**config.mk**
```make
export PLATFORM = sky130hd
export DESIGN_NAME = div_tap_sel
export DESIGN_NICKNAME = d
export VERILOG_FILES = /design/src/rtl/div_tap_sel.sv
export SDC_FILE = /design/constraint.sdc
export NUM_CORES = 1
export LEC_CHECK = 0
export BUFFER_PORTS_ARGS = -buffer_cell sky130_fd_sc_hd__clkbuf_2
export CAP_MARGIN = 20
export CORE_MARGIN = 8
export CORE_UTILIZATION = 45
export CTS_BUF_LIST = sky130_fd_sc_hd__clkbuf_8
export DETAILED_ROUTE_END_ITERATION = 6
export GPL_TIMING_DRIVEN = 0
export HOLD_SLACK_MARGIN = 0.05
export PLACE_DENSITY = 0.77
export SETUP_SLACK_MARGIN = 0.1
export SYNTH_ARGS = -nofsm -noshare
export SYNTH_HDL_FRONTEND = slang
export SYNTH_SLANG_ARGS = --single-unit
```
**constraint.sdc**
```tcl
create_clock -name clk -period 3.75 [get_ports clk]
set_clock_uncertainty 0.15 [all_clocks]
set_input_delay 0.1875 -clock clk [delete_from_list [all_inputs] [get_ports clk]]
set_output_delay 0.1875 -clock clk [all_outputs]
set_load 0.01 [all_outputs]
```
**src/rtl/div_tap_sel.sv**
```systemverilog
// rtl/div_tap_sel.sv - synchronizes divider taps and switches between them glitch-free.
// Optional tick counter enabled by DIV_TAP_SEL_CNT_EN.
module div_tap_sel #(
  parameter int SYNC_STAGES = 2,
  parameter int CNT_W       = 16
) (
  input  logic             clk,
  input  logic             rst_n,
  input  logic [3:0]       div_in,
  input  logic             sel_req,
  input  logic [1:0]       sel,
  output logic             sel_ack,
  output logic             busy,
  output logic [1:0]       cur_sel,
  output logic             div_out,
  output logic             tick,
  output logic [CNT_W-1:0] tick_cnt
);

  typedef enum logic {IDLE, SWITCH} state_t;

  state_t     state, state_nxt;
  logic [1:0] cur_sel_nxt;
  logic [1:0] pend, pend_nxt;
  logic       ack_nxt;
  logic       div_prev;
  logic [3:0] sync_q [SYNC_STAGES];
  logic [3:0] s;

  always_ff @(posedge clk or negedge rst_n) begin
    if (!rst_n) begin
      for (int i = 0; i < SYNC_STAGES; i++) sync_q[i] <= '0;
    end else begin
      sync_q[0] <= div_in;
      for (int i = 1; i < SYNC_STAGES; i++) sync_q[i] <= sync_q[i-1];
    end
  end

  assign s = sync_q[SYNC_STAGES-1];

  always_ff @(posedge clk or negedge rst_n) begin
    if (!rst_n) begin
      state   <= IDLE;
      cur_sel <= 2'd0;
      pend    <= 2'd0;
      sel_ack <= 1'b0;
    end else begin
      state   <= state_nxt;
      cur_sel <= cur_sel_nxt;
      pend    <= pend_nxt;
      sel_ack <= ack_nxt;
    end
  end

  // A request is not sampled while sel_ack is high, so a held sel_req
  // yields one-cycle acks separated by at least one idle cycle.
  always_comb begin
    state_nxt   = state;
    cur_sel_nxt = cur_sel;
    pend_nxt    = pend;
    ack_nxt     = 1'b0;
    case (state)
      IDLE: begin
        if (sel_req && !sel_ack) begin
          if (sel != cur_sel) begin
            pend_nxt  = sel;
            state_nxt = SWITCH;
          end else begin
            ack_nxt = 1'b1;
          end
        end
      end
      SWITCH: begin
        if (!s[cur_sel] && !s[pend]) begin
          cur_sel_nxt = pend;
          ack_nxt     = 1'b1;
          state_nxt   = IDLE;
        end
      end
      default: state_nxt = IDLE;
    endcase
  end

  assign busy = (state == SWITCH);

  // Switching only when both taps are low keeps div_out low across the change.
  always_ff @(posedge clk or negedge rst_n) begin
    if (!rst_n) begin
      div_out  <= 1'b0;
      div_prev <= 1'b0;
    end else begin
      div_out  <= s[cur_sel];
      div_prev <= div_out;
    end
  end

  assign tick = div_out & ~div_prev;

`ifdef DIV_TAP_SEL_CNT_EN
  always_ff @(posedge clk or negedge rst_n) begin
    if (!rst_n) tick_cnt <= '0;
    else if (tick) tick_cnt <= tick_cnt + 1'b1;
  end
`else
  assign tick_cnt = '0;
`endif

endmodule

```
==> flow_summary_export.csv <==
group,metric,value,unit
status,status,"finished, final reports clean",
sta,setup_violations,0,
grt,gr-usage-all-layers,7.042,%
critical_path,critPathArrivalTime,1.86,ns
sta,layout_min_cycle_time,1.877,ns
critical_path,reg2reg_slack,1.87,ns
clocking,cts_setup_buffers,0,
placement,portBuffers,14,
sta,fmax,0.5329,GHz
synth,synth.ff_latch_count,16,
synth,synth-simple-area-share,5.745,%
clocking,cts_resized,0,
critical_path,crit_path_start_kind,"flop",
power_and_ir_drop,power_leakage,0.5087,nW
synth,synthXorXnorAreaFrac,2.513,%
synth,synth-compound-area-share,2.513,%
critical_path,crit_path_max_fanout,4,
detailed_routing,met1_length,357,um
synth,synthDistinctLibCells,14,
grt,grt_max_degree,17,
synth,ys_seq_area_share,57.45,%
detailed_routing,dr_wl_met2,505,um
placement,gp_congestion,0.7166,
detailed_routing,drtIter0Drc,0,
die,ios,31,
detailed_routing,route.met3.wl,165,um
finish,syn2layout_area_growth,36.09,%
clocking,cts_buffers,3,
critical_path,worstSetupEndpoint,"cur_sel[0]$_DFFE_PN0P_",
detailed_routing,dr_total_vias,414,
grt,grt_overflow,0,
detailed_routing,drc,0,
power_and_ir_drop,cellPowerDensity,634.3,nW/um2
finish,fillers,113,
critical_path,cp.required,3.73,ns
synth,ys_warn_count,0,
detailed_routing,post_drt_wl_per_cell,10.29,um
clocking,clk_pin_slew,0.06,ns
clocking,cts_tree,"done",
finish,drive_gt1_share,47.13,%
critical_path,r2r_start,"cur_sel[0]$_DFFE_PN0P_",
synth,netlist_area,696.9,um2
grt,grt_pass1_vias,388,
power_and_ir_drop,ir_drop,0.0003950,V
synth,muxShareOfSynthArea,14.00,%
sta,maxSlewViolCount,0,
die,coreArea,1471,um2
clocking,clock_sinks,16,
finish,diodes,0,
detailed_routing,drtAntennaViolNets,0,
synth,synthCells,49,
sta,setup_tns,0,ns
sta,finalCritPeriodShare,50.04,%
detailed_routing,drtPass1Iterations,1,
critical_path,timing.rr.end,"cur_sel[0]$_DFFE_PN0P_",
detailed_routing,routed_wl,1.060,mm
grt,grt_antenna_before_repair,0,
detailed_routing,top_layer,"met4",
die,die_y,55.36,um
synth,synth_top_area_cell,"dfrtp_1",
synth,synthTopCellsByArea,"dfrtp_1 57%, buf_4 17%, mux4_2 6.5%, mux2_4 4.3%, mux2_2 3.2%",
critical_path,crit_start,"cur_sel[0]$_DFFE_PN0P_",
synth,synth_top_area_share,57.45,%
die,start_util,47.36,%
critical_path,ff2ff_path_depth,3,
clocking,worstSkewPairLatency,0.24,ns
die,die_w,55.36,um
min_path,hold_class,"primary input to flop",
sta,hold_viol,0,
clocking,clockBufferDepth,2,
job,cap_violations,0,
critical_path,cp-end-kind,"flop",
synth,avgSynthCellArea,14.22,um2
die,die_area,3064,um2
clocking,cts-root-buf,"clkbuf_8",
synth,synth_adder_area_share,0,%
detailed_routing,vias_per_cell,4.019,
critical_path,timing_worst_setup_path_type,"flop to flop",
placement,pre_cts_ws,1.860,ns
clocking,cts_max_level,1,
sta,setup_ws,1.873,ns
synth,synth_top_family_by_area,"buffers and inverters",
sta,rsz0062_at_grt,"no",
finish,final_cell_mix,"16 x buf_4, 16 x conb_1, 16 x dfrtp_1",
grt,grt_pass1_wl,1.718,mm
finish,fin_nets,97,
die,row_count,14,
## per-layer routing
| layer | vias up | global-route usage, % |
|---|---|---|
| met5 | - | 0 |
| met4 | 0 | 6.338 |
| met3 | 4 | 4.795 |
| met2 | 22 | 10.10 |
| met1 | 180 | 6.593 |
| li1 | 208 | - |
## through the flow
| step | cells | utilization (%) | hold slack, ns | total power, W | cell area, um2 |
|---|---|---|---|---|---|
| final | 103 | 64.46 | 0.05342 | 0.0006016 | 948.4 |
| after global routing | 103 | 64.46 | 0.05650 | 0.0006393 | 948.4 |
| after CTS | 103 | 64.46 | 0.05446 | 0.0006112 | 948.4 |
| after detailed placement | 94 | 57.31 | -0.02709 | 0.0004591 | 843.3 |
| after global placement | 94 | 57.31 | -0.03329 | 0.0004537 | 843.3 |
| after floorplan | 64 | - | -0.2581 | 0.0004008 | 753.2 |
## cell type report
type	count	area (um2)	area share (%)
sequential	16	400.4	42.22
multi-input combinational	32	232.7	24.54
timing repair buffer	19	120.1	12.66
buffer	16	120.1	12.66
clock buffer	4	55.05	5.805
tap	16	20.02	2.111
## worst max-delay path, cell delays in order (launching register included)
cell and delay (ns):
dfrtp_1 0.42, mux4_2 0.58, nor3b_4 0.29, mux2_4 0.32
## cells in the mapped netlist (all sizes together)
library cell  number
xor2               2
conb               1
mux2               4
nor3b              2
buf               16
nor2               1
dfrtp             16
o21ai              2
a21o               1
nor2b              1
mux4               2
nand2              1
## power by group
part	internal (W)	total, W	switching [W]
clock	0.0000930	0.000147	0.0000541
sequential	0.000220	0.000256	0.0000361
combinational	0.000115	0.000198	0.0000837
total	0.000428	0.000602	0.000174
## sequential cells by signal, indices dropped and copies added, names as in the netlist
register and flops:
sel_ack 1, busy 1, pend 2, div_out 1, cur_sel 2, div_prev 1, sync_q 4, s 4
## kinds of logic after synthesis
group	Yosys count
simple gates	5
flops	16
mux	6
compound gates	3
xor+xnor	2
other cells	1
buf+inv	16
## timing repair
action                     4_1_cts  5_1_grt
hold endpoints to repair        20        0
hold buffers                     5        0
setup endpoints to repair        0        0
## how the worst min path moves through the flow
stage | startpoint | endpoint | cells after the start
after detailed placement | rst_n | sync_q[6]$_DFF_PN0_ | 1
after global routing | sel[0] | pend[0]$_DFFE_PN0P_ | 2
after global placement | rst_n | cur_sel[0]$_DFFE_PN0P_ | 1
after floorplan | rst_n | busy$_DFF_PN0_ | 0
after CTS | sel[0] | pend[0]$_DFFE_PN0P_ | 2
final | sel[0] | pend[0]$_DFFE_PN0P_ | 2
Note: power is estimated with default switching activity, not from simulation.
